`config.mk`:
```
export PLATFORM = sky130hd
export DESIGN_NAME = ifu_fetch
export DESIGN_NICKNAME = d
export VERILOG_FILES = /design/src/rtl/ifu_fetch.sv
export SDC_FILE = /design/constraint.sdc
export NUM_CORES = 1
export LEC_CHECK = 0
export BUFFER_PORTS_ARGS = -buffer_cell sky130_fd_sc_hd__buf_4
export CAP_MARGIN = 30
export CORE_ASPECT_RATIO = 1.1
export CORE_UTILIZATION = 35
export CTS_CLUSTER_SIZE = 24
export DETAILED_ROUTE_END_ITERATION = 10
export MAX_ROUTING_LAYER = met4
export PLACE_DENSITY = 0.6
export SETUP_SLACK_MARGIN = 0.4
export SYNTH_ARGS = -nofsm -noshare
export SYNTH_HDL_FRONTEND = slang
export SYNTH_SLANG_ARGS = --single-unit
```
`constraint.sdc`:
```
create_clock -name clk -period 5.7 [get_ports clk]
set_input_delay 1.71 -clock clk [delete_from_list [all_inputs] [get_ports clk]]
set_output_delay 1.71 -clock clk [all_outputs]
set_load 0.1 [all_outputs]
```
`src/rtl/ifu_fetch.sv`:
```
`default_nettype none
// ============================================================================
//  Module      : ifu_fetch
//  Description : rv32 instruction fetch unit. It holds the fetch PC, keeps up
//                to DEPTH pipelined imem requests in flight, buffers returned
//                words in an in-order FIFO, and flushes on redirect.
//                Optional feature macro: IFU_MISALIGN_CHK_EN (sticky
//                misaligned-redirect fault).
//  Revision    : 1.0 - initial release
// ============================================================================
module ifu_fetch #(
    parameter int                  IR_WIDTH = 32,
    parameter logic [IR_WIDTH-1:0] RESET_PC = '0,
    parameter int                  DEPTH    = 2
) (
    input  logic                clk,
    input  logic                rst_n,
    output logic                imem_req,
    output logic [IR_WIDTH-1:0] imem_addr,
    input  logic                imem_gnt,
    input  logic                imem_rvalid,
    input  logic [IR_WIDTH-1:0] imem_rdata,
    input  logic                redirect,
    input  logic [IR_WIDTH-1:0] redirect_pc,
    output logic                ir_valid,
    input  logic                ir_ready,
    output logic [IR_WIDTH-1:0] ir,
    output logic [IR_WIDTH-1:0] pc,
    output logic                fetch_fault
);

    localparam int                  c_AW    = (DEPTH > 1) ? $clog2(DEPTH) : 1;
    localparam int                  c_CW    = $clog2(DEPTH + 1);
    localparam logic [IR_WIDTH-1:0] c_NOP   = IR_WIDTH'(32'h0000_0013);
    localparam logic [c_CW:0]       c_LIMIT = (c_CW + 1)'(DEPTH);

    logic [IR_WIDTH-1:0] r_fetch_pc;
    logic [c_CW-1:0]     r_count;
    logic [c_CW-1:0]     r_outst;
    logic [c_CW-1:0]     r_drop;
    logic [c_AW-1:0]     r_fifo_wptr;
    logic [c_AW-1:0]     r_fifo_rptr;
    logic [c_AW-1:0]     r_pq_wptr;
    logic [c_AW-1:0]     r_pq_rptr;
    logic [IR_WIDTH-1:0] r_fifo_pc [DEPTH];
    logic [IR_WIDTH-1:0] r_fifo_ir [DEPTH];
    logic [IR_WIDTH-1:0] r_pq      [DEPTH];

    logic                w_pop_raw;
    logic                w_pop;
    logic                w_grant;
    logic                w_push;
    logic                w_drop_resp;
    logic                w_fault;
    logic [c_CW:0]       w_credit_used;
    logic [IR_WIDTH-1:0] w_redirect_pc;

`ifdef IFU_MISALIGN_CHK_EN
    logic r_fault;

    always_ff @(posedge clk or negedge rst_n) begin
        if (!rst_n) begin
            r_fault <= 1'b0;
        end else if (redirect) begin
            r_fault <= (redirect_pc[1:0] != 2'b00);
        end
    end

    assign w_fault       = r_fault;
    assign w_redirect_pc = redirect_pc;
`else
    logic w_unused_pc_lsb;

    assign w_unused_pc_lsb = ^redirect_pc[1:0];
    assign w_fault         = 1'b0;
    assign w_redirect_pc   = {redirect_pc[IR_WIDTH-1:2], 2'b00};
`endif

    assign ir_valid  = (r_count != '0);
    assign ir        = ir_valid ? r_fifo_ir[r_fifo_rptr] : c_NOP;
    assign pc        = ir_valid ? r_fifo_pc[r_fifo_rptr] : '0;
    assign imem_addr = r_fetch_pc;

    // Credit counts every slot that is or will be occupied, stale or not.
    assign w_pop_raw     = ir_valid && ir_ready;
    assign w_pop         = w_pop_raw && !redirect;
    assign w_credit_used = {1'b0, r_outst} + {1'b0, r_count} - (c_CW + 1)'(w_pop_raw);
    assign imem_req      = rst_n && !redirect && !w_fault && (w_credit_used < c_LIMIT);
    assign w_grant       = imem_req && imem_gnt;
    assign w_drop_resp   = imem_rvalid && (r_drop != '0);
    assign w_push        = imem_rvalid && (r_drop == '0) && !redirect;
    assign fetch_fault   = w_fault;

    always_ff @(posedge clk or negedge rst_n) begin
        if (!rst_n) begin
            r_fetch_pc  <= RESET_PC;
            r_count     <= '0;
            r_outst     <= '0;
            r_drop      <= '0;
            r_fifo_wptr <= '0;
            r_fifo_rptr <= '0;
            r_pq_wptr   <= '0;
            r_pq_rptr   <= '0;
        end else if (redirect) begin
            // Everything still in flight after this cycle's response is stale.
            r_fetch_pc  <= w_redirect_pc;
            r_count     <= '0;
            r_outst     <= r_outst - c_CW'(imem_rvalid);
            r_drop      <= r_outst - c_CW'(imem_rvalid);
            r_fifo_wptr <= '0;
            r_fifo_rptr <= '0;
            r_pq_wptr   <= '0;
            r_pq_rptr   <= '0;
        end else begin
            if (w_grant) begin
                r_fetch_pc <= r_fetch_pc + IR_WIDTH'(4);
                r_pq_wptr  <= r_pq_wptr + c_AW'(1);
            end
            if (w_push) begin
                r_pq_rptr   <= r_pq_rptr + c_AW'(1);
                r_fifo_wptr <= r_fifo_wptr + c_AW'(1);
            end
            if (w_pop) begin
                r_fifo_rptr <= r_fifo_rptr + c_AW'(1);
            end
            if (w_drop_resp) begin
                r_drop <= r_drop - c_CW'(1);
            end
            r_outst <= r_outst + c_CW'(w_grant) - c_CW'(imem_rvalid);
            r_count <= r_count + c_CW'(w_push) - c_CW'(w_pop);
        end
    end

    always_ff @(posedge clk) begin
        if (w_grant) begin
            r_pq[r_pq_wptr] <= r_fetch_pc;
        end
        if (w_push) begin
            r_fifo_pc[r_fifo_wptr] <= r_pq[r_pq_rptr];
            r_fifo_ir[r_fifo_wptr] <= imem_rdata;
        end
    end

    a_no_push_full: assert property (@(posedge clk) disable iff (!rst_n)
        !(w_push && (r_count == c_CW'(DEPTH))));

endmodule
`default_nettype wire
```
Yosys cells after proc, flatten, opt, wreduce, memory -nomap -nowiden
Memory sizes are Yosys's and may differ from the RTL's.
Index checks and enable logic that the tools add are counted.
- multiplexer cells: 20
- magnitude comparators: 1
- reductions and logical operators: 16
- add/sub/neg operators: 13
- operator list (kind ; count):
    2-to-1 mux 32 bit ; 4
    adder 32 x 3 -> 32 bit (second input constant) ; 1
    2-to-1 mux 1 bit ; 12
    nonzero test 2 bit ; 6
    logical AND 1 bit ; 8
    2-to-1 mux 2 bit ; 4
    subtractor 2 x 1 -> 2 bit ; 3
    adder 1 bit (second input constant) ; 4
    adder 2 x 1 -> 2 bit ; 2
    adder 2 x 2 -> 3 bit ; 1
    less-than comparator 3 x 2 -> 1 bit (second input constant) ; 1
    subtractor 3 x 1 -> 3 bit ; 1
    logical NOT 2 bit ; 1
    subtractor 2 x 1 -> 2 bit (second input constant) ; 1
    logical NOT 1 bit ; 1
- memories kept: 3
- logic and storage cells: 61
- RAM bits: 192
- output and inout port bits: 99
- bits in registers: 42
- memory list (memory ; words ; bits a word ; read ports ; clocked after Yosys merged registers in ; write ports ; RTL line ; text):
    r_fifo_ir ; 2 ; 32 ; 1 ; 0 ; 1 ; 46 ; logic [IR_WIDTH-1:0] r_fifo_ir [DEPTH];
    r_fifo_pc ; 2 ; 32 ; 1 ; 0 ; 1 ; 45 ; logic [IR_WIDTH-1:0] r_fifo_pc [DEPTH];
    r_pq ; 2 ; 32 ; 1 ; 0 ; 1 ; 47 ; logic [IR_WIDTH-1:0] r_pq [DEPTH];

Logic depth before layout (Yosys ltp)
Gate-level depths: netlist of run 1.
- depth in word-level cells: 9
- gate-level depth with buffers: 16
- depth with buffers taken out: 14

Worst setup path after synthesis of run 1
Ideal clock, no wire load.
- path kind: input port to output port
- start point: input port ir_ready
- end point: output port imem_req
- path slack: -0.562 ns
- stages on the path: 5
- path buffers: 0
- data required time: 3.990 ns
- data arrival time: 4.552 ns
- cell sequence: xor2_1 nand2_1 fa_1 xnor2_1 nor3_1
- longest elaborated chain between the ends: 4
- RTL lines (element ; RTL line ; text):
    start: declaration ; 26 ; input logic ir_ready,
    logical AND 1 bit ; 85 ; assign w_pop_raw = ir_valid && ir_ready;
    subtractor 3 x 1 -> 3 bit ; 87 ; assign w_credit_used = {1'b0, r_outst} + {1'b0, r_count} - (c_CW + 1)'(w_pop_raw);
    less-than comparator 3 x 2 -> 1 bit ; 88 ; assign imem_req = rst_n && !redirect && !w_fault && (w_credit_used < c_LIMIT);
    logical AND 1 bit ; 88 ;
    end: declaration ; 18 ; output logic imem_req,
No other way between the ends.

Final worst setup path of run 1
Same ends and word-level chain as after synthesis.

==> results of run 1 <==
## per-stage QoR
stage	util [%]	std cells
2_1_floorplan	-	668
3_3_place_gp	42.0	1152
3_5_place_dp	42.1	1153
4_1_cts	45.1	1197
5_1_grt	45.1	1197
6_report	45.1	1197
## per-layer routing
metal	vias to the layer above	GRT usage, %	part of all wire, %
met3	37	2.63	5.2
li1	2806	-	-
met5	-	-	0
met2	157	23.7	48
met4	0	5.13	2.3
met1	2793	19.6	45
## where the power goes
group          internal [W]  switching (W)  leakage, nW  total [W]
Clock              0.000903       0.000609        0.380    0.00151
Sequential          0.00194       0.000141         2.15    0.00208
Combinational      0.000399        0.00121         1.78    0.00161
Total               0.00324        0.00196         4.31    0.00520
## cell families (layout without fill, tap and decap cells)
kind of cell	Yosys count	in the layout	share of synthesized area, %
buffers and inverters	53	230	2.36
DFF	224	224	69.5
AOI/OAI and AO/OA	68	68	5.08
and+or+nand+nor	202	202	10.1
adders and majority gates	9	9	1.28
xor gates and xnor gates	13	13	1.21
other	1	5	0.0400
muxes	94	94	10.4
## sequential cells by signal, indices dropped and copies added (netlist names)
name and flops:
r_pq_wptr 1, r_pq_rptr 1, r_outst 2, imem_addr 30
r_fifo_pc 60, r_fifo_rptr 1, r_drop 2, r_fifo_wptr 1
r_pq 60, r_fifo_ir 64, r_count 2
## worst paths after layout
check | startpoint | to | slack [ns] | depth (start not counted)
hold / removal | r_pq_rptr | r_pq_rptr | 0.55 | 2
hold reg to reg | r_pq_rptr | r_pq_rptr | 0.55 | 2
max in group asynchronous | rst_n | r_fifo_rptr | 3.99 | 2
setup reg to reg | r_count[0] | imem_addr[6] | 2.54 | 11
min in group asynchronous | rst_n | r_outst[0] | 1.28 | 2
setup / recovery | ir_ready | imem_req | 0.89 | 7
## final cells by class
type	count	area, sq um
Fill cell	2357	14400
Sequential cell	224	6530
Multi-Input combinational cell	391	2680
Timing Repair Buffer	172	1330
Clock buffer	35	703
Tap cell	352	440
Clock inverter	9	81.3
Inverter	14	52.6
## cells in the final DEF (no fill, tap or decap), drive strengths merged, types with 4 or more instances in the layout
| cell type | instances |
|---|---|
| edfxtp | 184 |
| buf | 172 |
| nor2 | 89 |
| mux2i | 64 |
| nand2 | 40 |
| dfrtp | 40 |
| clkbuf | 35 |
| mux2 | 30 |
| nand3 | 24 |
| o21ai | 17 |
| inv | 15 |
| xnor2 | 10 |
| nand4 | 10 |
| a21oi | 9 |
| o311ai | 8 |
| ha | 8 |
| nor2b | 7 |
| nor4 | 6 |
| a221o | 6 |
| and3 | 5 |
| a22oi | 5 |
| a21o | 5 |
| conb | 5 |
| nor3 | 5 |
| clkinv | 5 |
| o211ai | 4 |
## worst reg2reg max path, stage by stage, from the launching register on
cell and delay [ns]:
dfrtp_1 0.43, nor2_4 0.13, inv_1 0.11, nand2_1 0.14
nor2_1 0.07, fa_1 0.40, xnor2_1 0.34, nor4b_4 0.10
buf_4 0.26, nor2_1 0.72, o21ai_0 0.20, o311ai_0 0.15
==> results.cfg, run 1 <==
[run_status]
status = complete, no violations

[grt]
grt_pass1_vias = 5503
grt-ovfl-total = 0
grt_max_degree = 62
grt_antenna_before_repair = 0
grt_pass1_wl_mm = 30.8
grtUsageTotal_pct = 15.1

[cts]
clockRootBuffer = clkbuf_16
cts_setup_buffers = 0
clk_path_buf_depth = 3
cts_max_level = 1
cts_buffers = 24
cts_tree = built
cts_hold_buf = 0
clk_latency_ns = 0.52
clkTransAtPathRegs_ns = 0.06
clock_sinks = 224
cts_resized = 0

[critical_path]
critPathMaxFanout = 2
critPathSlowestCell = fa_1
worst_setup_path_end_kind = output pin
worstPathCellList = buf_4, xor2_1, nand2_1, fa_1, xnor2_1, nor3_2, buf_4
critical_path_class = input port to output pin
crit_required_ns = 3.99
crit_arrival_ns = 3.10
path_delay_family = XOR/XNOR gates
path_common_cell = buf_4
start_kind = input port
cp_slowest_stage_delay_ns = 0.38
path_buf_inv = 2

[synthesis]
yosysSeqAreaShare_pct = 69.5
yosysTopAreaCell = edfxtp_1
syn_area_per_cell_sq_um = 14.1
synth_top_area_share_pct = 58.9
yosys_warnings = 0
synth_area_leaders = edfxtp_1 59%, dfrtp_1 11%, mux2i_1 6.8%, mux2_2 3.6%, nor2_1 3.6%
ys_top_cells_by_count = 184 x edfxtp_1, 89 x nor2_1, 64 x mux2i_1
yosysMostFrequentCell = edfxtp_1
ys_types = 52
synth-edff-count = 184
ys_ff_latch = 224
synth_ff_type = edfxtp_1
async_flop_share_pct = 17.9
syn_inst = 664
syn-cell-area_sq_um = 9380

[placement]
post-place-ws_ns = 0.869
place.detailed.hpwl_mm = 12.8
gp_congestion = 0.775
placed_cell_area_sq_um = 11000
portBuffers = 161

[sta]
fin_crit_sh_pct = 84.4
skew_ns = 0.0201
finalSetupTns_ns = 0
tightest_slew_ns = 0.919
rsz0062_at_grt = false
relSlewSlack_pct = 38.7
setup_violations = 0
fin_hold_ws_ns = 0.548
timing.fmax_mhz = 208
setup_ws_ns = 0.892
hold_violations = 0
period_needed_ns = 4.81
drv_slew = 0

[detailed_routing]
antenna_left = 0
dr.pass1.iters = 4
drc_errors = 0
via_count = 5793
drtIter0Drc = 227
routedWlPerCell_um = 16.7
wl_mm = 20.0
vias_per_cell = 4.84

[finish]
area.growth.synth_to_final_pct = 25.9
finalInstanceArea_sq_um = 11800
antenna_cells = 0
final_net_count = 906
drive_gt1_share_pct = 29.7

[power_and_ir_drop]
total_power_w = 0.00520
ir_worst_vdd_mv = 0.219
pwr_density_cell_nw_per_um2 = 440
leakage_nw = 4.31

[die]
die_w_um = 158
die_h_um = 174
core_area_sq_um = 26200
die_area_sq_um = 27500
rows = 62
ios = 169
start_util_pct = 35.8

[worst_hold_path]
hold_path.class = flop to flop

[run]
cap_violations = 0
Power figures use the tool's default switching activity.
==> run 2: changes to the inputs <==
PLACE_DENSITY = 0.62   (was 0.6)
clock period = 4.4 ns   (was 5.7 ns; I/O delays follow)
==> run 2 against run 1 <==
  * Cell area grew 0.81%
  * First-iteration DRC count grew 30%
  * Wire length grew 2.7%
  * Critical path type unchanged
  * Highest routed layer unchanged
==> results.cfg, run 2 (synthesis gave the netlist of run 1 again) <==
[cts]
cts_max_level = 1
clk_path_buf_depth = 3
cts_tree = built
clock_sinks = 224
cts_buffers = 24
clkTransAtPathRegs_ns = 0.06
clk_latency_ns = 0.51
clockRootBuffer = clkbuf_16
cts_hold_buf = 0

[critical_path]
critPathMaxFanout = 2
start_kind = input port
worst_setup_path_end_kind = output pin
critical_path_class = input port to output pin
crit_arrival_ns = 2.66
critPathSlowestCell = fa_1
crit_required_ns = 3.08
worstPathCellList = buf_4, xor2_1, nand2_1, fa_1, nand2_2, nor3_4, buf_12
cp_slowest_stage_delay_ns = 0.50

[die]
die_h_um = 174
core_area_sq_um = 26200
rows = 62
start_util_pct = 35.8
ios = 169
die_w_um = 158
die_area_sq_um = 27500

[power_and_ir_drop]
p_int_w = 0.00436
swShare_pct = 36.9
seqPwrFrac_pct = 38.4
leakage_nw = 4.36
ir_worst_vdd_mv = 0.251
clock_power_share_pct = 30.4
combPwrFrac_pct = 31.2
pwr_density_cell_nw_per_um2 = 580
total_power_w = 0.00691
power_switching_w = 0.00255

[finish]
regMostFlops = r_fifo_ir
mostFrequentLayoutCells = 184 x edfxtp_1, 170 x buf_4, 85 x nor2_1
final_net_count = 908
fillers = 2408
multi_input_area_sq_um = 2700
regArea_sq_um = 6530
final_common_cell = edfxtp_1
area.growth.synth_to_final_pct = 27.0
reg_top3 = r_fifo_ir: 64 flops, r_fifo_pc: 60 flops, r_pq: 60 flops
antenna_cells = 0
largest_register_ff_count = 64
drive_gt1_share_pct = 29.9

[grt]
grt_pass1_vias = 5614
grt_antenna_before_repair = 0
grt_pass1_wl_mm = 31.5
grtUsageTotal_pct = 15.2
grt_max_degree = 63
grt-ovfl-total = 0

[sta]
hold_violations = 0
setup_violations = 0
skew_ns = 0.0127
relSlewSlack_pct = 40.9
rsz0062_at_grt = true
finalSetupTns_ns = 0
tightest_slew_ns = 0.884
period_needed_ns = 3.98
fin_crit_sh_pct = 90.4
fin_hold_ws_ns = 0.539
drv_slew = 0
timing.fmax_mhz = 251

[detailed_routing]
vias_per_cell = 4.86
via_count = 5824
drtIter0Drc = 295
wl_mm = 20.5
dr.pass1.iters = 4
antenna_left = 0
drc_errors = 0
routedWlPerCell_um = 17.1

[worst_hold_path]
hold_path.class = flop to flop

[run]
cap_violations = 0

[placement]
portBuffers = 161
gp_congestion = 0.810
place.detailed.hpwl_mm = 13.1

[run_status]
status = complete, no violations
-- run 2: cell types whose count changed in the layout (fill, tap and decap cells not counted), sizes merged --
cell,delta
bufinv,+3
clkbuf,-1
inv,-1
clkinvlp,-2
buf,+2
-- run 2: per-stage QoR --
| stage | instances | utilization (%) | setup WS [ns] | area [sq um] |
|---|---|---|---|---|
| 2_1_floorplan | 668 | - | 0.195 | 9440 |
| 3_3_place_gp | 1155 | 42.2 | 0.358 | 11100 |
| 3_5_place_dp | 1155 | 42.2 | 0.341 | 11100 |
| 4_1_cts | 1198 | 45.4 | 0.402 | 11900 |
| 5_1_grt | 1198 | 45.4 | 0.332 | 11900 |
| 6_report | 1198 | 45.4 | 0.423 | 11900 |
-- run 2: area by class of cell --
| type | instances | share of cell area [%] |
|---|---|---|
| inverter | 14 | 0.441 |
| clock buffer | 34 | 5.79 |
| clock inverter | 9 | 1.20 |
| tap | 352 | 3.70 |
| timing repair buffer | 174 | 11.4 |
| sequential | 224 | 54.8 |
| multi-input combinational | 391 | 22.7 |
-- run 2: path summary, 6_finish.rpt --
check / start / end / slack (ns) / depth (start not counted)
hold reg to reg: r_pq_rptr / r_pq_rptr / 0.54 / 2
setup reg to reg: r_count[0] / imem_addr[5] / 1.28 / 12
hold / removal: r_pq_rptr / r_pq_rptr / 0.54 / 2
max in group asynchronous: rst_n / r_fifo_rptr / 3.06 / 2
min in group asynchronous: rst_n / r_outst[0] / 0.90 / 2
setup / recovery: ir_ready / imem_req / 0.42 / 7
-- run 2: metal layers --
metal	GRT usage (%)	vias to the layer above	part of all wire, %
met4	3.97	0	1.6
li1	-	2791	-
met3	2.78	25	5.8
met5	-	-	0
met1	19.7	2831	44
met2	24.5	177	49
-- run 2: timing repair --
action / 4_1_cts / 5_1_grt
cloned: 0 / 0
endpoints found under the setup margin: 1 / 1
setup buffers: 0 / 0
resized for setup: 2 / 2
-- run 2: power groups by stage --
| stage | Clock, W | Sequential (W) | Combinational (W) |
|---|---|---|---|
| finish | 0.00210 | 0.00265 | 0.00215 |
| detailed placement | 0 | 0.00270 | 0.00216 |
| CTS | 0.00216 | 0.00265 | 0.00218 |
| global placement | 0 | 0.00269 | 0.00214 |
| global route | 0.00224 | 0.00268 | 0.00227 |
| floorplan | 0 | 0.00295 | 0.00138 |
-- run 2: critical path, delay by kind of cell --
kind | cells | cell delay [ns]
simple gates | 3 | 0.37
xor+xnor | 1 | 0.14
buf+inv | 2 | 0.32
fa+ha+maj | 1 | 0.50
